### src/rtl/ddr2_arbiter.sv
// Two-port DDR2 command arbiter: per-port request FIFOs, round-robin issue,
// one outstanding command, read data steered back to the issuing cache.
module ddr2_arbiter #(
    parameter int ADDR_W     = 27,
    parameter int DATA_W     = 128,
    parameter int FIFO_DEPTH = 2
) (
    input  logic              clk,
    input  logic              rstn,
    input  logic              p0_enable,
    input  logic              p0_read,
    input  logic [ADDR_W-1:0] p0_addr,
    input  logic [DATA_W-1:0] p0_wdata,
    output logic              p0_available,
    output logic [DATA_W-1:0] p0_rdata,
    output logic              p0_overflow,
    input  logic              p1_enable,
    input  logic              p1_read,
    input  logic [ADDR_W-1:0] p1_addr,
    input  logic [DATA_W-1:0] p1_wdata,
    output logic              p1_available,
    output logic [DATA_W-1:0] p1_rdata,
    output logic              p1_overflow,
    output logic              mem_enable,
    output logic              mem_read,
    output logic [ADDR_W-1:0] mem_addr,
    output logic [DATA_W-1:0] mem_wdata,
    input  logic              mem_available,
    input  logic [DATA_W-1:0] mem_rdata
);
    localparam int PTR_W = (FIFO_DEPTH > 1) ? $clog2(FIFO_DEPTH) : 1;

    typedef enum logic [1:0] {IDLE, WAIT, RESP} state_t;
    state_t state_q, state_d;

    logic [1:0]        in_en, in_read;
    logic [ADDR_W-1:0] in_addr  [2];
    logic [DATA_W-1:0] in_wdata [2];

    logic [FIFO_DEPTH-1:0] fifo_read  [2];
    logic [ADDR_W-1:0]     fifo_addr  [2][FIFO_DEPTH];
    logic [DATA_W-1:0]     fifo_wdata [2][FIFO_DEPTH];
    logic [PTR_W-1:0]      wr_ptr [2];
    logic [PTR_W-1:0]      rd_ptr [2];
    logic [PTR_W:0]        count  [2];

    logic [1:0]        empty, full, push, pop, avail_q, overflow_q;
    logic [DATA_W-1:0] rdata_q [2];
    logic              sel, issue, last_gnt, gnt;

    assign in_en       = {p1_enable, p0_enable};
    assign in_read     = {p1_read, p0_read};
    assign in_addr[0]  = p0_addr;
    assign in_addr[1]  = p1_addr;
    assign in_wdata[0] = p0_wdata;
    assign in_wdata[1] = p1_wdata;

    assign p0_available = avail_q[0];
    assign p1_available = avail_q[1];
    assign p0_rdata     = rdata_q[0];
    assign p1_rdata     = rdata_q[1];
    assign p0_overflow  = overflow_q[0];
    assign p1_overflow  = overflow_q[1];

    // A full FIFO still accepts a push when its head is popped on the same edge.
    always_comb begin
        for (int p = 0; p < 2; p++) begin
            empty[p] = (count[p] == '0);
            full[p]  = (count[p] == (PTR_W+1)'(FIFO_DEPTH));
            push[p]  = in_en[p] && (!full[p] || pop[p]);
        end
    end

    always_comb begin
        state_d = state_q;
        issue   = 1'b0;
        if (empty[0])
            sel = 1'b1;
        else if (empty[1])
            sel = 1'b0;
        else
            sel = ~last_gnt;
        case (state_q)
            IDLE: begin
                if (empty != 2'b11) begin
                    issue   = 1'b1;
                    state_d = WAIT;
                end
            end
            WAIT: begin
                if (mem_available)
                    state_d = mem_read ? RESP : IDLE;
            end
            RESP:    state_d = IDLE;
            default: state_d = IDLE;
        endcase
        pop = issue ? (2'b01 << sel) : 2'b00;
    end

    always_ff @(posedge clk) begin
        if (!rstn) begin
            for (int p = 0; p < 2; p++) begin
                wr_ptr[p] <= '0;
                rd_ptr[p] <= '0;
                count[p]  <= '0;
            end
            overflow_q <= '0;
        end else begin
            for (int p = 0; p < 2; p++) begin
                if (push[p])
                    wr_ptr[p] <= wr_ptr[p] + PTR_W'(1);
                if (pop[p])
                    rd_ptr[p] <= rd_ptr[p] + PTR_W'(1);
                case ({push[p], pop[p]})
                    2'b10:   count[p] <= count[p] + (PTR_W+1)'(1);
                    2'b01:   count[p] <= count[p] - (PTR_W+1)'(1);
                    default: ;
                endcase
                if (in_en[p] && full[p] && !pop[p])
                    overflow_q[p] <= 1'b1;
            end
        end
    end

    // Entry storage needs no reset: occupancy is tracked by the pointers.
    always_ff @(posedge clk) begin
        for (int p = 0; p < 2; p++) begin
            if (push[p]) begin
                fifo_read[p][wr_ptr[p]]  <= in_read[p];
                fifo_addr[p][wr_ptr[p]]  <= in_addr[p];
                fifo_wdata[p][wr_ptr[p]] <= in_wdata[p];
            end
        end
    end

    always_ff @(posedge clk) begin
        if (!rstn) begin
            state_q    <= IDLE;
            last_gnt   <= 1'b1;
            gnt        <= 1'b0;
            mem_enable <= 1'b0;
            mem_read   <= 1'b0;
            mem_addr   <= '0;
            mem_wdata  <= '0;
            avail_q    <= '0;
            rdata_q[0] <= '0;
            rdata_q[1] <= '0;
        end else begin
            state_q    <= state_d;
            mem_enable <= issue;
            avail_q    <= '0;
            if (issue) begin
                gnt       <= sel;
                mem_read  <= fifo_read[sel][rd_ptr[sel]];
                mem_addr  <= fifo_addr[sel][rd_ptr[sel]];
                mem_wdata <= fifo_wdata[sel][rd_ptr[sel]];
            end
            // Write acks end the transaction silently; only reads reach the cache.
            if (state_q == WAIT && mem_available) begin
                last_gnt <= gnt;
                if (mem_read) begin
                    rdata_q[gnt] <= mem_rdata;
                    avail_q[gnt] <= 1'b1;
                end
            end
        end
    end
endmodule

### config.mk
export PLATFORM = sky130hd
export DESIGN_NAME = ddr2_arbiter
export DESIGN_NICKNAME = d
export VERILOG_FILES = /design/src/rtl/ddr2_arbiter.sv
export SDC_FILE = /design/constraint.sdc
export NUM_CORES = 1
export LEC_CHECK = 0
export CAP_MARGIN = 40
export CORE_AREA = 4 4 331 333
export CTS_BUF_LIST = sky130_fd_sc_hd__clkbuf_2 sky130_fd_sc_hd__clkbuf_4 sky130_fd_sc_hd__clkbuf_8
export CTS_CLUSTER_SIZE = 10
export DETAILED_ROUTE_END_ITERATION = 12
export DIE_AREA = 0 0 335 337
export PLACE_DENSITY = 0.71
export SYNTH_ARGS = -nofsm -noshare
export SYNTH_HDL_FRONTEND = slang
export SYNTH_SLANG_ARGS = --single-unit
### constraint.sdc
create_clock -name clk -period 17.7 [get_ports clk]
set_input_delay 3.54 -clock clk [delete_from_list [all_inputs] [get_ports clk]]
set_output_delay 3.54 -clock clk [all_outputs]
set_load 0.03 [all_outputs]
==> run_results.csv, run 1 <==
group,metric,value,unit
outcome,status,"completed",
final_layout,fin_nets,3843,
yosys,ys_seq_area_frac,0.762,
drt,wl_per_cell,24.3,um
pwr,pwr_density_cell,157,mW/mm^2
floorplanning,dieArea,0.113,sq mm
hold_path,min_from,"mem_wdata[81]$_SDFFE_PN0N_",
sta,period_needed,6.30,ns
sta,fin_crit_sh,0.356,
drt,routed_wl,121000,um
sta,rsz0062_at_grt,"false",
floorplanning,initial_utilization,0.369,
worst_setup_path,r2r_start,"count[1][0]$_DFFE_PP_",
pwr,p_seq_frac,0.404,
worst_setup_path,slowest_stage,"clkdlybuf4s50_1",
global_route,grt_pass1_wl,170000,um
global_route,grt_max_degree,181,
drt,route.detailed.drc,0,
placed_design,post_dp_cell_area,0.0496,sq mm
final_layout,nFillCells,9016,
worst_setup_path,rr_endpoint,"fifo_wdata[1][57]$_DFFE_PP_",
worst_setup_path,reg2reg_slack,14.32,ns
drt,drtIter0Drc,1310,
worst_setup_path,path_cells,"clkdlybuf4s50_1 > and3_4 > and2b_4 > nand2b_4 > buf_4 > buf_16",
worst_setup_path,max_stage_delay,0.99,ns
final_layout,layout_commonest_cell,"edfxtp_1",
drt,routed_via_density,4.98,
yosys,ys_top_cells_by_area,"edfxtp_1 (68%), dfxtp_1 (8.4%), mux2_2 (4.5%)",
pwr,power.leakage,19.0,nW
floorplanning,core,0.107,sq mm
worst_setup_path,cp_data_required_time,18.17,ns
worst_setup_path,cp_max_fo,71,
clock_tree,cts-root-buf,"clkbuf_8",
clock_tree,h-tree-depth,4,
pwr,p_sw,2.88,mW
floorplanning,die_h,337,um
global_route,grt_pass1_vias,25200,
yosys,ys_ff_latch,1053,
pwr,power.total,8.38,mW
floorplanning,io_pins,862,
final_layout,multi_input_area,0.00853,sq mm
placed_design,hpwl,81700,um
pwr,clkPwrFrac,0.267,
placed_design,place_congestion,0.871,
floorplanning,std_cell_rows,120,
sta,clock.fmax,159,MHz
worst_setup_path,critPathLaunchType,"primary input",
sta,worst_slew_pin_slew,1.09,ns
flow_run,drv_cap,0,
sta,tns,0,ns
final_layout,fin_area,0.0534,sq mm
pwr,swShare,0.344,
clock_tree,cts_tree,"yes",
final_layout,drive_gt1_frac,0.144,
yosys,yosysWarnings,0,
yosys,syn_area,0.0393,sq mm
sta,hold_viol_final,0,
final_layout,seq_area,0.0300,sq mm
clock_tree,cts.sinks,1053,
pwr,power.internal,5.50,mW
clock_tree,cts.clk_slew.worst_paths,0.06,ns
clock_tree,postCtsSetupBuffers,0,
hold_path,holdPathEnd,"mem_wdata[81]$_SDFFE_PN0N_",
clock_tree,clock_latency,0.84,ns
global_route,grtUsageTotal,0.206,
yosys,synth_cell_type_count,43,
sta,finClkSkew,0.0456,ns
worst_setup_path,arrival,6.77,ns
hold_path,min_path_cells,2,
clock_tree,numCtsBuffers,171,
sta,setup_viol,0,
drt,ant_nets,0,
drt,vias,24700,
worst_setup_path,critical_path_class,"in2reg",
yosys,synth_top_cell_area_share,0.678,
drt,first_pass_iters,5,
pwr,ir_worst_vdd,0.000161,V
sta,slew_violations,0,
global_route,antenna_found_initial,41,
hold_path,hp-class,"reg2reg",
yosys,avgSynthCellArea,15.8,sq um
clock_tree,cts_hold_buf,0,
clock_tree,cts_resized,0,
worst_setup_path,worst_r2r_path_depth,7,
yosys,synth.net_count,2931,
placed_design,port_buffers,861,
worst_setup_path,worstSetupEndpointType,"register",
clock_tree,clockBufferDepth,3,
final_layout,area_delta_synth_final,35.7,%
global_route,grt-ovfl-total,0,
sta,relSlewSlack,0.271,
pwr,p_comb_frac,0.329,
floorplanning,die_w,335,um
yosys,syn_inst,2484,
yosys,yosysTopAreaCell,"edfxtp_1",
final_layout,layout_common_cells,"edfxtp_1 (888), clkdlybuf4s50_1 (861), nand2_1 (320)",
-- critical path, delay by kind of cell --
| family | cells | cell delay (ns) |
|---|---|---|
| buffers and inverters | 3 | 1.60 |
| and+or+nand+nor | 3 | 1.45 |
-- final cells by class --
type / instances / area share
diodes: 25 / 0.00117
clock buffers: 271 / 0.0612
clock inverters: 44 / 0.00811
inverters: 7 / 0.000586
multi-input cells: 1258 / 0.160
flip-flops and latches: 1053 / 0.562
well taps: 1403 / 0.0329
repair buffers: 905 / 0.174
-- worst max path at each step --
stage / start / to / slack (ns) / cells past startpoint
global route: rstn / rdata_q[0][84]$_SDFFCE_PN0P_ / 11.39 / 6
global placement: rstn / rdata_q[1][83]$_SDFFCE_PN0P_ / 10.34 / 5
floorplan: p1_enable / fifo_addr[1][0]$_DFFE_PP_ / 6.75 / 3
detailed placement: rstn / rdata_q[0][6]$_SDFFCE_PN0P_ / 10.65 / 6
CTS: rstn / rdata_q[0][93]$_SDFFCE_PN0P_ / 11.60 / 6
finish: rstn / rdata_q[0][93]$_SDFFCE_PN0P_ / 11.40 / 6
-- state kept, by name, summed over array words and instances, names as in the netlist --
name	count
avail_q	2
count	4
fifo_addr	108
fifo_read	4
fifo_wdata	512
gnt	1
last_gnt	1
mem_addr	27
mem_enable	1
mem_read	1
mem_wdata	128
overflow_q	2
rd_ptr	2
rdata_q	256
state_q	2
wr_ptr	2
-- Yosys cell counts, drive strengths merged --
cell type and number:
a211oi 4, a21o 2, a21oi 160, a311o 1, a311oi 1, a31oi 2
and2 129, and2b 1, and3 130, and3b 1, and4 1, buf 109
clkbuf 57, dfxtp 165, edfxtp 888, ha 2, inv 7, mux2 156
mux2i 157, nand2 320, nand2b 2, nand4 1, nor2 14, nor2b 2
nor3 2, nor4 1, o211ai 156, o21ai 4, o221ai 1, o22ai 2
o311ai 1, o31ai 1, or2 2, or3 1, or3b 1
-- per-stage QoR --
step / cells / util / hold WS, ns / setup slack (ns)
4_1_cts: 4941 / 0.500 / 0.454 / 11.60
3_3_place_gp: 4609 / 0.461 / 0.442 / 10.34
5_1_grt: 4955 / 0.500 / 0.474 / 11.39
6_report: 4966 / 0.501 / 0.452 / 11.40
3_5_place_dp: 4626 / 0.465 / 0.446 / 10.65
2_1_floorplan: 2484 / - / 0.507 / 6.75
-- cell families after synthesis --
group | Yosys count | share of synthesized area
flip-flops | 1053 | 0.762
AND/OR/NAND/NOR | 608 | 0.0761
buffers and inverters | 173 | 0.0225
adder cells (fa/ha/maj) | 2 | 0.000636
multiplexers | 313 | 0.0846
AO/OA/AOI/OAI | 335 | 0.0541
-- power by group through the flow --
stage               combinational, mW  sequential, mW  clock, mW
floorplan                        1.30            3.85          0
global placement                 2.68            3.42          0
detailed placement               2.78            3.44          0
CTS                              2.79            3.39       2.29
global route                     2.95            3.43       2.40
finish                           2.75            3.39       2.23
-- routing by layer --
metal  vias up  global-route usage  share of wire
met4        28               0.103          0.045
met1     12300               0.227           0.37
met5         -                   0         0.0016
met2       969               0.356           0.51
met3       230              0.0700          0.082
li1      11200                   -              -
(Power assumes the default switching activity.)
==> inputs of run 2 (changes only) <==
- PLACE_DENSITY: 0.71 -> 0.74
- clock period: 17.7 -> 5.4 ns (I/O delays scaled with it)
==> run 2 against run 1 <==
Combinational power grew to 3.3 times the previous value. Clock power grew to 3.1 times the previous value. Total power grew to 3.2 times the previous value. Non-clock buffer count is 2 lower. Global-route usage is 0.082 points lower. Sequential share of layout area is 0.34 points higher. Setup slack worse by 9.2 ns. Core utilization is 0.30 points lower. Sequential cell count stayed put. Wire length is 0.63% lower. Die area stayed put. Cell count is 0.16% lower. Critical path type unchanged. Largest cell class unchanged.
==> run_results.csv, run 2 (synthesized netlist as in run 1, its figures left out) <==
group,metric,value,unit
drt,route.detailed.drc,0,
floorplanning,die_h,337,um
worst_setup_path,startpoint,"rstn",
sta,period_needed,3.25,ns
clock_tree,cts_tree,"yes",
sta,holdWs,0.452,ns
global_route,grt_util_met3,0.0781,
clock_tree,postCtsSetupBuffers,0,
global_route,grt_pass1_vias,25100,
final_layout,fin_nets,3839,
clock_tree,cts_resized,0,
worst_setup_path,path_delay_family,"buffers and inverters",
worst_setup_path,reg2reg_slack,2.64,ns
sta,rsz0062_at_grt,"false",
worst_setup_path,path_cells,"clkdlybuf4s50_1 > buf_4 > and3_4 > and2_1 > nand2b_4 > buf_4",
clock_tree,clockBufferDepth,3,
sta,slew_violations,0,
worst_setup_path,worstSetupEndpointType,"register",
global_route,grt.busiest_layer,"met2",
worst_setup_path,cp_common_cell,"buf_4",
clock_tree,cts.clk_slew.worst_paths,0.06,ns
floorplanning,std_cell_rows,120,
worst_setup_path,worst_r2r_path_depth,7,
final_layout,layout_common_cells,"edfxtp_1 (888), clkdlybuf4s50_1 (861), nand2_1 (320)",
sta,tns,0,ns
sta,clock.fmax,308,MHz
floorplanning,die_w,335,um
drt,routed_wl,120000,um
hold_path,min_from,"mem_wdata[106]$_SDFFE_PN0N_",
worst_setup_path,max_stage_delay,0.64,ns
placed_design,port_buffers,861,
final_layout,fin_cells,4958,
drt,ant_nets,0,
pwr,ir_worst_vdd,0.00109,V
global_route,grt_pass1_wl,169000,um
placed_design,place_inst,4624,
drt,drtIter0Drc,1660,
drt,vias,24600,
worst_setup_path,critPathBufInv,3,
worst_setup_path,cp_max_fo,50,
global_route,grtUsageTotal,0.205,
floorplanning,initial_utilization,0.369,
sta,hold_viol_final,0,
clock_tree,clock_latency,0.84,ns
clock_tree,cts-root-buf,"clkbuf_8",
drt,first_pass_iters,5,
worst_setup_path,critical_path_class,"in2reg",
worst_setup_path,critPathLaunchType,"primary input",
pwr,pwr_density_cell,509,mW/mm^2
placed_design,hpwl,81800,um
global_route,antenna_found_initial,29,
sta,finClkSkew,0.0447,ns
final_layout,area_delta_synth_final,34.9,%
final_layout,post-route-util,0.498,
worst_setup_path,slowest_stage,"clkdlybuf4s50_1",
global_route,use_met2,0.363,
hold_path,holdPathEnd,"mem_wdata[106]$_SDFFE_PN0N_",
final_layout,largest_reg_flops,512,
global_route,grt_max_degree,173,
clock_tree,cts.sinks,1053,
sta,setup_viol,0,
sta,worst_slew_pin_slew,0.996,ns
final_layout,nFillCells,8973,
worst_setup_path,r2r_start,"count[1][0]$_DFFE_PP_",
pwr,power.leakage,18.9,nW
hold_path,min_path_cells,2,
drt,routed_via_density,4.97,
sta,fin_crit_sh,0.602,
clock_tree,h-tree-depth,4,
sta,relSlewSlack,0.336,
worst_setup_path,arrival,3.76,ns
worst_setup_path,cp_data_required_time,5.91,ns
worst_setup_path,rr_endpoint,"fifo_wdata[1][55]$_DFFE_PP_",
clock_tree,cts_hold_buf,0,
floorplanning,core,0.107,sq mm
flow_run,drv_cap,0,
final_layout,layout_commonest_cell,"edfxtp_1",
drt,wl_per_cell,24.2,um
final_layout,drive_gt1_frac,0.140,
clock_tree,numCtsBuffers,169,
placed_design,place_congestion,0.883,
hold_path,hp-class,"reg2reg",
global_route,grt-ovfl-total,0,
outcome,status,"completed",
floorplanning,dieArea,0.113,sq mm
floorplanning,io_pins,862,
global_route,grtUsageMet1,0.219,
-- run 2: changes by cell type in the layout (fill, tap and decap cells not counted) --
cell       delta
bufinv_16     -4
inv_6         +2
clkinv_8      -2
clkinv_2      +3
buf_4         -4
clkbuf_4      -5
diode_2       -5
clkbuf_8     -11
buf_12       +14
inv_12        +1
clkinv_4      +1
buf_16       -12
clkinv_1     +14
-- run 2: area by class of cell --
| class | count | area (sq um) | area share |
|---|---|---|---|
| tap | 1403 | 1760 | 0.0331 |
| multi-input combinational | 1258 | 8530 | 0.161 |
| clock buffer | 255 | 3080 | 0.0580 |
| clock inverter | 59 | 390 | 0.00736 |
| inverter | 7 | 31.3 | 0.000590 |
| antenna | 20 | 50.0 | 0.000944 |
| timing repair buffer | 903 | 9230 | 0.174 |
| sequential | 1053 | 30000 | 0.565 |
-- run 2: through the flow --
step	setup slack, ns	total power [mW]	area, sq um
2_1_floorplan	-0.459	16.8	39300
3_3_place_gp	1.30	20.1	49400
3_5_place_dp	1.25	20.3	49500
4_1_cts	1.90	27.3	53000
5_1_grt	1.88	28.3	53000
6_report	2.15	27.0	53000
-- run 2: layer usage --
metal,share of wire,vias to the layer above
met2,0.51,1033
met5,0.0012,-
li1,-,11200
met3,0.093,229
met4,0.043,22
met1,0.35,12200
-- run 2: how the worst max path moves through the flow --
stage,to,cells after the start
5_1_grt,mem_read,1
3_3_place_gp,rdata_q[1][32]$_SDFFCE_PN0P_,6
6_report,rdata_q[1][25]$_SDFFCE_PN0P_,6
2_1_floorplan,fifo_addr[1][27]$_DFFE_PP_,3
3_5_place_dp,rdata_q[1][45]$_SDFFCE_PN0P_,6
4_1_cts,mem_read,1
-- run 2: report_power, final --
| part | leakage [nW] | internal (mW) | switching (mW) | total, mW |
|---|---|---|---|---|
| clock network | 1.83 | 3.80 | 3.15 | 6.95 |
| registers | 9.92 | 10.4 | 0.614 | 11.0 |
| logic | 7.12 | 3.38 | 5.67 | 9.04 |
| total | 18.9 | 17.6 | 9.43 | 27.0 |
-- run 2: worst min-delay path, delay by kind of cell, from the launching register on --
family	cells	cell delay (ns)
compound gates	1	0.05
simple gates	1	0.05
flops	1	0.30
==> inputs of run 3 (changes only) <==
- clock period: 5.4 -> 2.75 ns (I/O delays scaled with it)
==> run 3 against run 2 <==
Wire length fell by 0.20%. Sequential share of layout area fell by 1.0 points. Core utilization increased by 0.90 points. Register-to-register slack worse by 2.2 ns. Sequential cell count unchanged. Sequential power grew 96%. Non-clock buffer count increased by 60. Cell count up 1.3%. Setup slack worse by 2.0 ns. Via count increased by 1.5%. Hold slack got worse by 0.14 ns. Combinational power is 100% higher.
==> run_results.csv, run 3 (synthesized netlist as in run 1, its figures left out) <==
group,metric,value,unit
placed_design,hpwl,86100,um
sta,slew_violations,0,
sta,period_needed,2.57,ns
worst_setup_path,path_delay_family,"buffers and inverters",
pwr,power.internal,35.6,mW
outcome,status,"completed",
hold_path,min_path_cells,1,
clock_tree,cts.sinks,1053,
sta,clock.fmax,389,MHz
worst_setup_path,cp_data_required_time,2.20,ns
global_route,grtUsageTotal,0.204,
hold_path,min_from,"p1_wdata[44]",
global_route,grt_pass1_wl,168000,um
worst_setup_path,r2r_start,"count[1][0]$_DFFE_PP_",
worst_setup_path,critPathBufInv,1,
global_route,grt_max_degree,130,
floorplanning,die_h,337,um
pwr,power.total,54.4,mW
pwr,p_sw,18.8,mW
floorplanning,core,0.107,sq mm
final_layout,fin_nets,3900,
final_layout,layout_commonest_cell,"edfxtp_1",
hold_path,holdPathEnd,"fifo_wdata[1][44]$_DFFE_PP_",
clock_tree,cts_hold_buf,0,
drt,route.detailed.drc,0,
placed_design,place_congestion,0.859,
worst_setup_path,worst_r2r_path_depth,8,
hold_path,hp-class,"in2reg",
floorplanning,std_cell_rows,120,
drt,routed_wl,120000,um
final_layout,nFillCells,8945,
worst_setup_path,slowest_stage,"clkdlybuf4s50_1",
worst_setup_path,cp.depth,1,
floorplanning,die_w,335,um
worst_setup_path,arrival,2.02,ns
drt,first_pass_iters,5,
clock_tree,h-tree-depth,4,
clock_tree,cts_tree,"yes",
global_route,grt_pass1_vias,25300,
pwr,clkPwrFrac,0.265,
placed_design,port_buffers,861,
worst_setup_path,cp_max_fo,1,
sta,finClkSkew,0.0641,ns
clock_tree,clockBufferDepth,3,
pwr,swShare,0.345,
sta,setup_viol,0,
floorplanning,dieArea,0.113,sq mm
sta,relSlewSlack,0.515,
flow_run,drv_cap,0,
pwr,power.leakage,19.4,nW
drt,ant_nets,0,
worst_setup_path,critPathLaunchType,"register",
sta,worst_slew_pin_slew,0.730,ns
global_route,grt-ovfl-total,0,
worst_setup_path,path_cells,"clkdlybuf4s50_1",
sta,hold_viol_final,0,
worst_setup_path,worstSetupEndpointType,"output port",
pwr,ir_worst_vdd,0.00109,V
clock_tree,numCtsBuffers,170,
drt,drtIter0Drc,1640,
drt,routed_via_density,4.97,
sta,rsz0062_at_grt,"false",
clock_tree,clock_latency,0.83,ns
pwr,pwr_density_cell,1010,mW/mm^2
sta,fin_crit_sh,0.936,
final_layout,drive_gt1_frac,0.160,
final_layout,largest_reg_flops,512,
worst_setup_path,rr_endpoint,"fifo_wdata[0][209]$_DFFE_PP_",
clock_tree,cts.clk_slew.worst_paths,0.06,ns
final_layout,area_delta_synth_final,37.3,%
floorplanning,io_pins,862,
worst_setup_path,reg2reg_slack,0.42,ns
drt,vias,25000,
worst_setup_path,critical_path_class,"reg2out",
worst_setup_path,max_stage_delay,0.86,ns
floorplanning,initial_utilization,0.369,
final_layout,layout_common_cells,"edfxtp_1 (888), clkdlybuf4s50_1 (857), nand2_1 (318)",
clock_tree,cts-root-buf,"clkbuf_8",
sta,tns,0,ns
drt,wl_per_cell,23.8,um
pwr,p_seq_frac,0.397,
final_layout,post-route-util,0.507,
global_route,antenna_found_initial,30,
pwr,p_comb_frac,0.338,
==> run 3: changes by cell type in the layout (fill, tap and decap cells not counted), sizes merged <==
cell	delta
diode	+3
clkdlybuf4s50	-4
clkinv	-8
clkinvlp	+5
dlygate4sd2	+4
buf	+60
clkbuf	-1
bufinv	+6
==> run 3: cell type report <==
type	instances	area [sq um]	area share
repair buffers	963	9910	0.184
multi-input cells	1258	8570	0.159
flip-flops and latches	1053	30000	0.555
well taps	1403	1760	0.0325
clock buffers	254	3120	0.0578
clock inverters	62	581	0.0108
inverters	7	31.3	0.000579
diodes	23	57.6	0.00107
==> run 3: worst max-delay path by stage <==
stage	start	to	slack (ns)
after floorplan	count[1][0]$_DFFE_PP_	fifo_addr[1][27]$_DFFE_PP_	-1.10
final	rdata_q[1][56]$_SDFFCE_PN0P_	p1_rdata[56]	0.18
after CTS	rdata_q[1][108]$_SDFFCE_PN0P_	p1_rdata[108]	0.02
after global routing	mem_wdata[71]$_SDFFE_PN0N_	mem_wdata[71]	0.06
after global placement	mem_available	rdata_q[0][57]$_SDFFCE_PN0P_	0.03
after detailed placement	mem_available	rdata_q[0][103]$_SDFFCE_PN0P_	-0.002
==> run 3: timing repair <==
action                     4_1_cts  5_1_grt
setup endpoints to repair        4        0
setup buffers                    0        0
resized for setup                4        0
==> run 3: stage by stage <==
step / worst slack (ns) / std cells / instance area (sq um) / hold WS, ns
after floorplan: -1.10 / 2484 / 39400 / 0.513
after global placement: 0.0337 / 4683 / 50200 / 0.442
after detailed placement: -0.00244 / 4684 / 50200 / 0.446
after CTS: 0.0151 / 5000 / 53900 / 0.186
after global routing: 0.0648 / 5018 / 54000 / 0.215
final: 0.176 / 5023 / 54000 / 0.308
==> run 3: power by group through the flow <==
stage / Combinational [mW] / Clock, mW / Sequential (mW)
6_report: 18.4 / 14.4 / 21.6
5_1_grt: 19.6 / 15.5 / 21.8
4_1_cts: 18.6 / 14.8 / 21.6
3_5_place_dp: 18.6 / 0 / 21.9
3_3_place_gp: 18.3 / 0 / 21.8
2_1_floorplan: 8.41 / 0 / 24.5
==> run 3: metal layers <==
layer	wire, um	GRT usage
met1	44100	0.230
met2	62300	0.364
met3	8410	0.0515
met4	4790	0.0935
met5	92	0
